==> src/rtl/fetch_pkg.sv <==
// Shared constants and FSM encoding for the instruction fetch sequencer.
package fetch_pkg;

    localparam int unsigned IMEM_ADDR_W = 8;
    localparam int unsigned INSTR_W     = 32;
    localparam int unsigned PC_STEP     = 4;

    typedef enum logic [1:0] {
        ST_BOOT   = 2'd0,
        ST_RUN    = 2'd1,
        ST_HALTED = 2'd2
    } fetch_state_e;

endpackage

==> src/rtl/fetch_fifo.sv <==
// DEPTH-entry synchronous FIFO; flush beats push and pop. The head output
// keeps its last shown value while the FIFO is empty.
module fetch_fifo #(
    parameter int unsigned WIDTH = 40,
    parameter int unsigned DEPTH = 2
) (
    input  logic             clk,
    input  logic             rst_n,
    input  logic             push,
    input  logic             pop,
    input  logic             flush,
    input  logic [WIDTH-1:0] din,
    output logic [WIDTH-1:0] dout,
    output logic             full,
    output logic             empty
);

    localparam int unsigned PTR_W = (DEPTH > 1) ? $clog2(DEPTH) : 1;
    localparam int unsigned CNT_W = $clog2(DEPTH + 1);

    logic [WIDTH-1:0] mem_q [DEPTH];
    logic [WIDTH-1:0] mem_d [DEPTH];
    logic [PTR_W-1:0] rd_ptr_q, rd_ptr_d;
    logic [PTR_W-1:0] wr_ptr_q, wr_ptr_d;
    logic [CNT_W-1:0] count_q, count_d;
    logic [WIDTH-1:0] hold_q, hold_d;
    logic             do_push;
    logic             do_pop;

    assign full    = (count_q == CNT_W'(DEPTH));
    assign empty   = (count_q == '0);
    assign do_pop  = pop & ~empty;
    assign do_push = push & (~full | do_pop);
    assign dout    = empty ? hold_q : mem_q[rd_ptr_q];

    // Next-state for storage, pointers, occupancy and the held head value.
    always_comb begin
        mem_d    = mem_q;
        rd_ptr_d = rd_ptr_q;
        wr_ptr_d = wr_ptr_q;
        count_d  = count_q;
        hold_d   = dout;
        if (flush) begin
            rd_ptr_d = '0;
            wr_ptr_d = '0;
            count_d  = '0;
        end else begin
            if (do_push) begin
                mem_d[wr_ptr_q] = din;
                wr_ptr_d        = wr_ptr_q + PTR_W'(1);
            end
            if (do_pop) begin
                rd_ptr_d = rd_ptr_q + PTR_W'(1);
            end
            case ({do_push, do_pop})
                2'b10:   count_d = count_q + CNT_W'(1);
                2'b01:   count_d = count_q - CNT_W'(1);
                default: count_d = count_q;
            endcase
        end
    end

    // FIFO register update with synchronous reset.
    always_ff @(posedge clk) begin
        if (!rst_n) begin
            mem_q    <= '{default: '0};
            rd_ptr_q <= '0;
            wr_ptr_q <= '0;
            count_q  <= '0;
            hold_q   <= '0;
        end else begin
            mem_q    <= mem_d;
            rd_ptr_q <= rd_ptr_d;
            wr_ptr_q <= wr_ptr_d;
            count_q  <= count_d;
            hold_q   <= hold_d;
        end
    end

endmodule

==> src/rtl/imem_fetch_ctrl.sv <==
// Fetch sequencer: owns the PC, fetches from combinational instruction
// memory into a small FIFO and hands words to decode via valid/ready.
module imem_fetch_ctrl
    import fetch_pkg::*;
#(
    parameter int unsigned        ADDR_W   = IMEM_ADDR_W,
    parameter int unsigned        DATA_W   = INSTR_W,
    parameter logic [ADDR_W-1:0]  RESET_PC = '0,
    parameter int unsigned        DEPTH    = 2
) (
    input  logic              clk,
    input  logic              rst_n,
    output logic [ADDR_W-1:0] imem_addr,
    input  logic [DATA_W-1:0] imem_instr,
    input  logic              halt,
    input  logic              redirect_valid,
    input  logic [ADDR_W-1:0] redirect_pc,
    output logic              out_valid,
    input  logic              out_ready,
    output logic [DATA_W-1:0] out_instr,
    output logic [ADDR_W-1:0] out_pc,
    output logic              misalign_err,
    output logic [1:0]        state,
    output logic [15:0]       fetch_count
);

    localparam int unsigned ENTRY_W = ADDR_W + DATA_W;

    fetch_state_e       state_q, state_d;
    logic [ADDR_W-1:0]  pc_q, pc_d;
    logic [15:0]        fetch_count_q, fetch_count_d;
    logic               misalign_q, misalign_d;

    logic               fifo_full;
    logic               fifo_empty;
    logic [ENTRY_W-1:0] fifo_dout;
    logic               pop;
    logic               push;
    logic               redir;

    assign imem_addr    = pc_q;
    assign out_valid    = ~fifo_empty;
    assign out_pc       = fifo_dout[ENTRY_W-1 -: ADDR_W];
    assign out_instr    = fifo_dout[DATA_W-1:0];
    assign misalign_err = misalign_q;
    assign state        = state_q;
    assign fetch_count  = fetch_count_q;

    assign pop   = out_valid & out_ready;
    assign redir = redirect_valid & (state_q != ST_BOOT);
    assign push  = (state_q == ST_RUN) & ~halt & ~redirect_valid & (~fifo_full | pop);

    fetch_fifo #(
        .WIDTH (ENTRY_W),
        .DEPTH (DEPTH)
    ) u_fifo (
        .clk   (clk),
        .rst_n (rst_n),
        .push  (push),
        .pop   (pop),
        .flush (redir),
        .din   ({pc_q, imem_instr}),
        .dout  (fifo_dout),
        .full  (fifo_full),
        .empty (fifo_empty)
    );

    // Next FSM state: one idle BOOT cycle, then follow the halt level.
    always_comb begin
        state_d = state_q;
        case (state_q)
            ST_BOOT:   state_d = ST_RUN;
            ST_RUN:    if (halt)  state_d = ST_HALTED;
            ST_HALTED: if (!halt) state_d = ST_RUN;
            default:   state_d = ST_BOOT;
        endcase
    end

    // Next PC, misalignment pulse and saturating push counter.
    always_comb begin
        pc_d          = pc_q;
        misalign_d    = 1'b0;
        fetch_count_d = fetch_count_q;
        if (redir) begin
            pc_d       = {redirect_pc[ADDR_W-1:2], 2'b00};
            misalign_d = |redirect_pc[1:0];
        end else if (push) begin
            pc_d = pc_q + ADDR_W'(PC_STEP);
        end
        if (push && (fetch_count_q != '1)) begin
            fetch_count_d = fetch_count_q + 16'd1;
        end
    end

    // Controller registers with synchronous active-low reset.
    always_ff @(posedge clk) begin
        if (!rst_n) begin
            state_q       <= ST_BOOT;
            pc_q          <= RESET_PC;
            fetch_count_q <= '0;
            misalign_q    <= 1'b0;
        end else begin
            state_q       <= state_d;
            pc_q          <= pc_d;
            fetch_count_q <= fetch_count_d;
            misalign_q    <= misalign_d;
        end
    end

endmodule

==> config.mk <==
export PLATFORM = sky130hd
export DESIGN_NAME = imem_fetch_ctrl
export DESIGN_NICKNAME = d
export VERILOG_FILES = /design/src/rtl/fetch_pkg.sv /design/src/rtl/fetch_fifo.sv /design/src/rtl/imem_fetch_ctrl.sv
export SDC_FILE = /design/constraint.sdc
export NUM_CORES = 1
export LEC_CHECK = 0
export BUFFER_PORTS_ARGS = -buffer_cell sky130_fd_sc_hd__buf_2
export CORE_MARGIN = 5
export CORE_UTILIZATION = 38
export DETAILED_ROUTE_END_ITERATION = 6
export MAX_ROUTING_LAYER = met4
export PLACE_DENSITY_LB_ADDON = 0.05
export SLEW_MARGIN = 20
export SYNTH_ARGS = -nofsm -noshare
export SYNTH_HDL_FRONTEND = slang
export SYNTH_HIERARCHICAL = 1
export SYNTH_SLANG_ARGS = --single-unit
==> constraint.sdc <==
create_clock -name clk -period 4.1 [get_ports clk]
set_input_delay 0.82 -clock clk [delete_from_list [all_inputs] [get_ports clk]]
set_output_delay 0.82 -clock clk [all_outputs]
set_load 0.05 [all_outputs]
# After elaboration in Yosys (flattened, before gate mapping)
# Index checks and enable logic that the tools add are counted.
# totals
reg_bits	151
out_inout_bits	68
input_bits	45
elab_cells	70
# classes
reduce_logical	12
magnitude_cmp	3
n_bitwise	17
add_sub_neg	6
muxes	13
n_eq_ne	8
# op_table
operator	count
40-bit two-way mux	5
80-bit bitwise mux	1
40-bit demux with 1-bit select	1
16-bit by 1-bit adder with 16-bit output, second input constant	1
8-bit two-way mux	2
16-bit != test, second input constant	1
8-bit by 3-bit adder with 8-bit output, second input constant	1
1-bit AND	7
2-bit == test, second input constant	3
1-bit NOT	6
2-bit case mux with 3 select lines	1
2-bit AND reduction	3
2-bit nonzero test	3
2-bit by 1-bit == test with 1-bit output, second input constant	2
2-bit greater-or-equal comparator, second input constant	2
2-bit zero test	2
2-bit two-way mux	2
2-bit != test, second input constant	2
1-bit NOT with 2-bit output	2
2-bit case mux with 2 select lines	1
2-bit OR reduction	2
1-bit adder, second input constant	2
2-bit by 1-bit adder with 2-bit output, second input constant	1
1-bit logical AND	2
other kinds (3)	4

# Longest topological paths before layout
# Gate-level depths: netlist of the first run.
# logic_depth
ltp_word	8
depth_mapped	14
depth_no_buf	11

# By module
# Netlist of the first run, hierarchy kept.
# modules_own_cells
module	n_inst	seq_area_each_um2	cells_each	area_each_um2
fetch_fifo	1	2482.4	554	5146.2
imem_fetch_ctrl	1	500.5	162	1401.3

# Least setup slack after synthesis of the first run
# Ideal clock, no wire load.
# synth_timing
kind	register to register
startpoint	register u_fifo.count_q[0]
endpoint	register u_fifo/mem_q[74] (netlist bit)
setup_slack_ns	1.091
path_buffers	5
setup_time_ns	0.120
path_stages_with_launch	15
required_ns	3.980
arrival_ns	2.889
period_less_slack_ns	3.009
cell_sequence	dfxtp_1 -> or2_2 -> clkbuf_1 -> buf_2 -> buf_1 -> inv_1 -> nand2b_1 -> inv_1 -> o21ai_1 -> inv_1 -> inv_1 -> or4_1 -> buf_2 -> buf_6 -> mux2i_1
# synth_via
elab_chain_cells	7
word_cells_on_any_way	11
cone_classes	eq/ne: 1; bitwise: 8; reduce/logical: 2
# synth_lines
item	line_no	source
start: declaration	fetch_fifo.sv:25	logic [CNT_W-1:0] count_q, count_d;
start signal: assignment	fetch_fifo.sv:75	count_q <= count_d;
2-bit zero test	fetch_fifo.sv:31	assign empty = (count_q == '0);
via fifo_empty	imem_fetch_ctrl.sv:35	logic fifo_empty;
1-bit NOT	imem_fetch_ctrl.sv:42	assign out_valid = ~fifo_empty;
1-bit AND	imem_fetch_ctrl.sv:49	assign pop = out_valid & out_ready;
via pop	imem_fetch_ctrl.sv:37	logic pop;
1-bit bitwise OR	imem_fetch_ctrl.sv:51	assign push = (state_q == ST_RUN) & ~halt & ~redirect_valid & (~fifo_full | pop);
1-bit AND	imem_fetch_ctrl.sv:51	
via push	imem_fetch_ctrl.sv:38	logic push;
1-bit AND	fetch_fifo.sv:33	assign do_push = push & (~full | do_pop);
2-bit AND reduction (no source line)	n/a	
end signal: assignment	fetch_fifo.sv:72	mem_q <= mem_d;
end: declaration	fetch_fifo.sv:21	logic [WIDTH-1:0] mem_q [DEPTH];
# The timed path passes the listed nets, and every way through them passes these cells.
# A chain may end at the register's enable or synchronous reset.

# Final worst setup path of the first run
# layout_timing
startpoint	register u_fifo.rd_ptr_q
endpoint	output out_pc[4]
# layout_via
elab_chain_cells	5
# layout_lines
item	line_no	source
start: declaration	fetch_fifo.sv:23	logic [PTR_W-1:0] rd_ptr_q, rd_ptr_d;
start signal: assignment	fetch_fifo.sv:73	rd_ptr_q <= rd_ptr_d;
1-bit NOT with 2-bit output (not written as such)	fetch_fifo.sv:34	assign dout = empty ? hold_q : mem_q[rd_ptr_q];
40-bit two-way mux (not written as such) (3 in series)	fetch_fifo.sv:34	
40-bit two-way mux	fetch_fifo.sv:34	
end: declaration	imem_fetch_ctrl.sv:21	output logic [ADDR_W-1:0] out_pc,
# Every way passes these cells. The select of a mux whose other input is x is not followed.

==> flow_summary_export.csv, run 1 <==
group,metric,value,unit
status,status,"completed",
pwr,p_leak,3.176,nW
hold_path,min_from,"u_fifo/mem_q[22]",
cells_and_area,nNetsFinal,853,
placed_design,numPortBuffers,110,
clock_tree,root_buffer,"clkbuf_16",
placed_design,globalplace.congestion,0.7854,
logic_synthesis,syn_area_per_cell,9.145,um^2
floorplan,start_util,38.25,%
sta,setup_tns,0,ps
pwr,p_per_area,450.6,nW/um^2
logic_synthesis,ys_async_sr_fraction,0,%
sta,setup_viol,0,
worst_setup_path,cp.arrival,2310,ps
clock_tree,numClockSinks,149,
grt,overflow,0,
floorplan,fp-row-count,48,
logic_synthesis,yosysTopAreaCell,"dfxtp_1",
hold_path,hold_class,"reg2reg",
pwr,internal_power,2.611,mW
pwr,vdd.ir_drop.worst,0.2970,mV
worst_setup_path,critPathMaxStageDelay,840,ps
worst_setup_path,r2r-end,"u_fifo/mem_q[48]",
sta,slew_viol_final,0,
floorplan,die_h,141.3,um
drt,drt_iter0_drc,192,
drt,wl_met1,7359,um
drt,drc,0,
pwr,switchingPower,0.9308,mW
worst_setup_path,critPathKind,"reg2out",
logic_synthesis,syn_inst,716,
logic_synthesis,synth_edf_count,0,
grt,grt_max_degree,121,
logic_synthesis,ys_seq_elements,149,
sta,min_period_over_period,76.34,%
pwr,power_frac_clock,44.9,%
sta,rsz0062_at_grt,"no",
floorplan,core-area,17120,um^2
logic_synthesis,synth_area_leaders,"dfxtp_1 46%, mux2i_1 20%, nand2_1 7.9%",
clock_tree,clockBufferDepth,2,
clock_tree,cts_tree,"yes",
logic_synthesis,yosysUniqueCellTypes,40,
drt,via_per_inst,5.003,
drt,ant_nets,0,
grt,grt_pass1_vias,5222,
hold_path,hold_end,"u_fifo/mem_q[22]",
sta,final_hold_viol_count,0,
logic_synthesis,yosys_warnings,6,
floorplan,die_area,19960,um^2
drt,wirelength,15590,um
pwr,comb_power_share,12.4,%
placed_design,dp_hpwl,10270,um
clock_tree,cts_buffers,17,
drt,drt_pass1_iterations,4,
sta,slew_headroom,46.73,%
cells_and_area,layout-drive-gt1-share,19.68,%
hold_path,hold_depth,2,
clock_tree,cts_max_level,4,
worst_setup_path,critPathLaunchType,"flop",
worst_setup_path,worstRegToRegCells,11,
drt,wire_per_inst,14.95,um
worst_setup_path,cp_max_fo,23,
clock_tree,hold_buffers,0,
clock_tree,clk_pin_slew,60,ps
drt,top_layer,"met4",
sta,fmax,319.5,MHz
cells_and_area,num_antenna_cells,0,
drt,num_vias,5218,
drt,wl_met2,7303,um
logic_synthesis,synth_most_common_cell,"dfxtp_1",
floorplan,die_w,141.3,um
clock_tree,clk_latency,420,ps
logic_synthesis,synth_area,6548,um^2
logic_synthesis,yosysTopAreaCellShare,45.56,%
clock_tree,cts_resized,0,
drt,wl_met3,693,um
clock_tree,cts_setup_buffers,0,
grt,antenna_found_initial,0,
sta,tightestPinTransition,799.1,ps
worst_setup_path,reg2reg_from,"u_fifo/count_q[0]",
flow_run,drv_cap,0,
cells_and_area,syn_to_final_growth,20.05,%
worst_setup_path,rrSetupSlack,1110,ps
cells_and_area,fin_util,45.92,%
logic_synthesis,synth_top_cells_by_count,"149 x dfxtp_1, 138 x nand2_1, 128 x mux2i_1",
sta,finalCriticalPeriod,3130,ps
worst_setup_path,endpoint_kind,"primary output",
logic_synthesis,ys_seq_area_share,45.56,%
worst_setup_path,crit_required,3280,ps
sta,fin_skew,7.106,ps
floorplan,top_level_ports,113,
pwr,swShare,26.28,%
grt,track_usage,16.23,%
worst_setup_path,slowest_stage,"dfxtp_2",
logic_synthesis,synthFlopType,"dfxtp_1",
pwr,seqPwrFrac,42.7,%
grt,grt_pass1_wl,25740,um
worst_setup_path,crit_chain,"buf_4, mux2i_1, a21oi_1, buf_2",
stage by stage:
step / hold slack (ps) / std cells / setup slack [ps] / area (um^2) / total power, mW
after global routing: 475.2 / 1043 / 806.1 / 7860 / 3.694
final: 453.1 / 1043 / 970.0 / 7860 / 3.542
after floorplan: 434.4 / 719 / 1091 / 6559 / 1.876
after global placement: 441.4 / 1011 / 972.6 / 7239 / 1.981
after CTS: 457.4 / 1043 / 693.5 / 7856 / 3.595
after detailed placement: 446.5 / 1011 / 878.8 / 7239 / 1.988
how the worst max path moves through the flow:
stage | start | end | slack (ps)
after detailed placement | redirect_valid | u_fifo/mem_q[73] | 880
after floorplan | u_fifo/count_q[0] | u_fifo/mem_q[74] | 1090
after CTS | u_fifo/count_q[0] | out_instr[3] | 690
final | u_fifo/rd_ptr_q | out_pc[4] | 970
after global placement | redirect_valid | u_fifo/mem_q[60] | 970
after global routing | u_fifo/count_q[0] | out_instr[3] | 810
sequential cells by signal (all words and copies together), names as in the netlist, 2 cells and up:
| signal | cells |
|---|---|
| u_fifo/hold_q | 40 |
| u_fifo/count_q | 2 |
| imem_addr | 6 |
| fetch_count | 16 |
| state | 2 |
| u_fifo/mem_q | 80 |
power groups by stage:
| stage | Clock, mW | Sequential [mW] | Combinational, mW |
|---|---|---|---|
| floorplan | 0 | 1.57 | 0.311 |
| global placement | 0 | 1.54 | 0.437 |
| CTS | 1.64 | 1.51 | 0.444 |
| detailed placement | 0 | 1.55 | 0.442 |
| global route | 1.70 | 1.52 | 0.474 |
| finish | 1.59 | 1.51 | 0.439 |
cell type report:
| type | instances | area (um^2) |
|---|---|---|
| clock buffer | 25 | 525.5 |
| clock inverter | 7 | 91.34 |
| fill | 1680 | 9256 |
| inverter | 13 | 48.80 |
| multi-input combinational | 504 | 3284 |
| sequential | 149 | 2984 |
| tap | 225 | 281.5 |
| timing repair buffer | 120 | 644.4 |
cells by family after synthesis:
kind of cell	share of synthesized area (%)
other	0.05727
xor gates and xnor gates	1.204
muxes	19.57
buffers and inverters	4.586
AOI/OAI and AO/OA	12.02
and+or+nand+nor	16.28
adders and majority gates	0.7262
DFF	45.56
cell usage in the layout, fill, tap and decap left out, types with 10 or more instances in the layout:
cell type / instances
dfxtp_1: 148
nand2_1: 138
inv_1: 13
nand2b_1: 10
a21oi_1: 52
buf_2: 109
nor2_1: 49
mux2i_1: 128
clkbuf_16: 17
a211oi_1: 43
metal layers:
metal / track usage [%] / vias to the layer above
li1: - / 2674
met1: 20.68 / 2419
met2: 25.68 / 105
met3: 3.505 / 20
met4: 5.456 / 0
met5: - / -
critical path, delay by kind of cell, from the launching register on:
kind,cells,cell delay [ps]
compound gates,1,120
buf+inv,2,620
flops,1,840
mux,1,300
Power figures use the tool's default switching activity.
==> inputs of run 2 (changes only) <==
- ABC_AREA: default -> 1
- clock period: 4.1 -> 2.65 ns (I/O delays scaled with it)
==> run 2 against run 1 <==
- critical endpoint is now out_instr[10]
- clock skew grew 12 ps
- sequential share of layout area decreased by 3.6 points
- first-iteration DRC count increased by 60%
- utilization up 0.35 points
- final cell count increased by 40%
- critical path depth up 2
- largest power group unchanged
- clock power grew 77%
==> flow_summary_export.csv, run 2 <==
group,metric,value,unit
status,status,"completed",
sta,finalCriticalPeriod,2509,ps
pwr,vdd.ir_drop.worst,0.3664,mV
worst_setup_path,cp_max_fo,32,
worst_setup_path,critPathLaunchType,"flop",
cells_and_area,nNetsFinal,1258,
drt,drc,0,
drt,wire_per_inst,12.82,um
pwr,switchingPower,1.592,mW
cells_and_area,largest-register,"u_fifo/mem_q",
grt,gr-max-usage-layer,"met2",
floorplan,top_level_ports,113,
worst_setup_path,endpoint_kind,"primary output",
worst_setup_path,critPathKind,"reg2out",
cells_and_area,regArea,2984,um^2
sta,rsz0062_at_grt,"no",
logic_synthesis,synth_edf_count,0,
logic_synthesis,yosysTopAreaCell,"dfxtp_1",
hold_path,hold_end,"state[0]",
cells_and_area,largest_register_ff_count,80,
sta,slew_headroom,56.63,%
sta,setup_viol,0,
logic_synthesis,syn_area_per_cell,6.507,um^2
clock_tree,clk_pin_slew,60,ps
clock_tree,root_buffer,"clkbuf_16",
floorplan,die_h,148.2,um
sta,setup_tns,0,ps
cells_and_area,final_cell_mix,"254 x nand2_1, 200 x nor2_1, 188 x inv_1",
logic_synthesis,ys_async_sr_fraction,0,%
grt,antenna_found_initial,0,
grt,gr-usage-met3,3.900,%
clock_tree,numClockSinks,149,
logic_synthesis,synth_area,7256,um^2
logic_synthesis,yosysUniqueCellTypes,35,
cells_and_area,layout-drive-gt1-share,16.43,%
worst_setup_path,rrSetupSlack,430,ps
floorplan,die_area,21960,um^2
clock_tree,clockBufferDepth,2,
hold_path,hold_class,"in2reg",
sta,slew_viol_final,0,
logic_synthesis,yosys_warnings,6,
worst_setup_path,setup.worst_path.start,"u_fifo/count_q[0]",
worst_setup_path,cp.arrival,1980,ps
pwr,p_leak,4.391,nW
grt,met2_usage,27.52,%
floorplan,fp-row-count,50,
clock_tree,cts_tree,"yes",
grt,grt_pass1_wl,30670,um
placed_design,dp_hpwl,12020,um
grt,use_met1,23.57,%
sta,hold_ws,301.4,ps
clock_tree,cts_max_level,4,
cells_and_area,num_antenna_cells,0,
drt,wirelength,18670,um
flow_run,drv_cap,0,
cells_and_area,nFillCells,1971,
logic_synthesis,ys_seq_elements,149,
grt,overflow,0,
drt,ant_nets,0,
worst_setup_path,reg2reg_from,"u_fifo/count_q[0]",
sta,fmax,398.5,MHz
sta,final_hold_viol_count,0,
logic_synthesis,yosysTopAreaCellShare,41.11,%
logic_synthesis,synth_top_cells_by_count,"254 x nand2_1, 201 x nor2_1, 188 x inv_1",
floorplan,start_util,38.66,%
hold_path,min_from,"halt",
pwr,power_frac_clock,47.0,%
placed_design,pre_cts_ws,428.2,ps
cells_and_area,final_common_cell,"nand2_1",
logic_synthesis,synthFlopType,"dfxtp_1",
cells_and_area,multiInputGateArea,3287,um^2
grt,grt_pass1_vias,6009,
drt,num_vias,6484,
worst_setup_path,crit_required,2120,ps
logic_synthesis,synth_most_common_cell,"nand2_1",
placed_design,globalplace.congestion,0.7719,
pwr,internal_power,4.404,mW
cells_and_area,syn_to_final_growth,19.69,%
logic_synthesis,ys_seq_area_share,41.11,%
sta,min_period_over_period,94.69,%
clock_tree,cts_buffers,17,
sta,fin_skew,18.87,ps
grt,grt_max_degree,58,
grt,track_usage,17.68,%
pwr,seqPwrFrac,39.5,%
pwr,p_per_area,690.4,nW/um^2
drt,drt_pass1_iterations,4,
placed_design,numPortBuffers,110,
drt,via_per_inst,4.450,
pwr,comb_power_share,13.5,%
logic_synthesis,syn_inst,1115,
floorplan,core-area,18770,um^2
worst_setup_path,r2r-end,"u_fifo/mem_q[70]",
sta,tightestPinTransition,649.8,ps
drt,drt_iter0_drc,307,
floorplan,die_w,148.2,um
logic_synthesis,synth_area_leaders,"dfxtp_1 41%, nand2_1 13%, nor2_1 10%",
pwr,swShare,26.55,%
sta,setup_ws,140.6,ps
clock_tree,clk_latency,430,ps
hold_path,hold_depth,2,
worst_setup_path,worstRegToRegCells,11,
-- run 2: changes by cell type in the layout (fill, tap and decap cells not counted), sizes merged, moves of 6 or more --
cell	change
mux2i	-128
and4	-6
nand2	+133
nand3	+49
inv	+177
a211oi	-45
and2	+40
or4	-6
nor2	+159
a21oi	+49
nand2b	-10
o21ai	+6
buf	+7
-- run 2: metal layers --
layer | routed length, um | up-vias | part of all wire [%]
met1 | 9322 | 2865 | 50
met5 | 0 | - | 0
li1 | - | 3511 | -
met3 | 667 | 10 | 3.6
met2 | 8517 | 98 | 46
met4 | 167 | 0 | 0.89
-- run 2: worst max path at each step --
| stage | endpoint | slack (ps) | depth (start not counted) |
|---|---|---|---|
| 2_1_floorplan | out_instr[0] | 540 | 4 |
| 3_3_place_gp | u_fifo/count_q[1] | 500 | 10 |
| 3_5_place_dp | u_fifo/mem_q[78] | 430 | 11 |
| 4_1_cts | out_instr[10] | 90 | 6 |
| 5_1_grt | out_instr[26] | 10 | 6 |
| 6_report | out_instr[10] | 140 | 6 |
-- run 2: worst max-delay path: stages (launching register included) --
cell,delay [ps]
dfxtp_1,460
nor2_4,70
inv_2,200
buf_12,250
nor2_1,60
a21oi_1,200
buf_2,310
-- run 2: power by group through the flow --
stage	clock network [mW]	logic (mW)	registers [mW]
final	2.82	0.810	2.37
after global routing	2.98	0.897	2.38
after CTS	2.90	0.821	2.37
after detailed placement	0	0.818	2.42
after global placement	0	0.820	2.42
after floorplan	0	0.566	2.45
-- run 2: area by class of cell --
class / instances / area share [%]
Tap cell: 234 / 3.371
Clock buffer: 23 / 5.619
Timing Repair Buffer: 128 / 8.241
Multi-Input combinational cell: 722 / 37.85
Inverter: 192 / 8.313
Clock inverter: 9 / 2.248
Sequential cell: 149 / 34.36
-- run 2: stage by stage --
stage	cell area (um^2)	instances	power, mW	utilization, %
final	8685	1457	5.996	46.27
after global routing	8685	1457	6.247	46.27
after detailed placement	7999	1425	3.235	42.62
after global placement	7999	1425	3.237	42.62
after floorplan	7274	1120	3.014	-
after CTS	8682	1457	6.084	46.26
-- run 2: cells by family after synthesis --
logic type / after synthesis / share of synthesized area (%)
simple gates: 588 / 34.70
buf+inv: 249 / 13.95
flops: 149 / 41.11
compound gates: 118 / 8.829
xor+xnor: 7 / 0.8450
fa+ha+maj: 3 / 0.5174
other cells: 1 / 0.05168
-- run 2: what timing repair did --
action,4_1_cts,5_1_grt
endpoints found under the setup margin,0,1
setup buffers,0,0
gates resized for setup,0,1
hold buffers,0,0
hold endpoints to repair,0,0
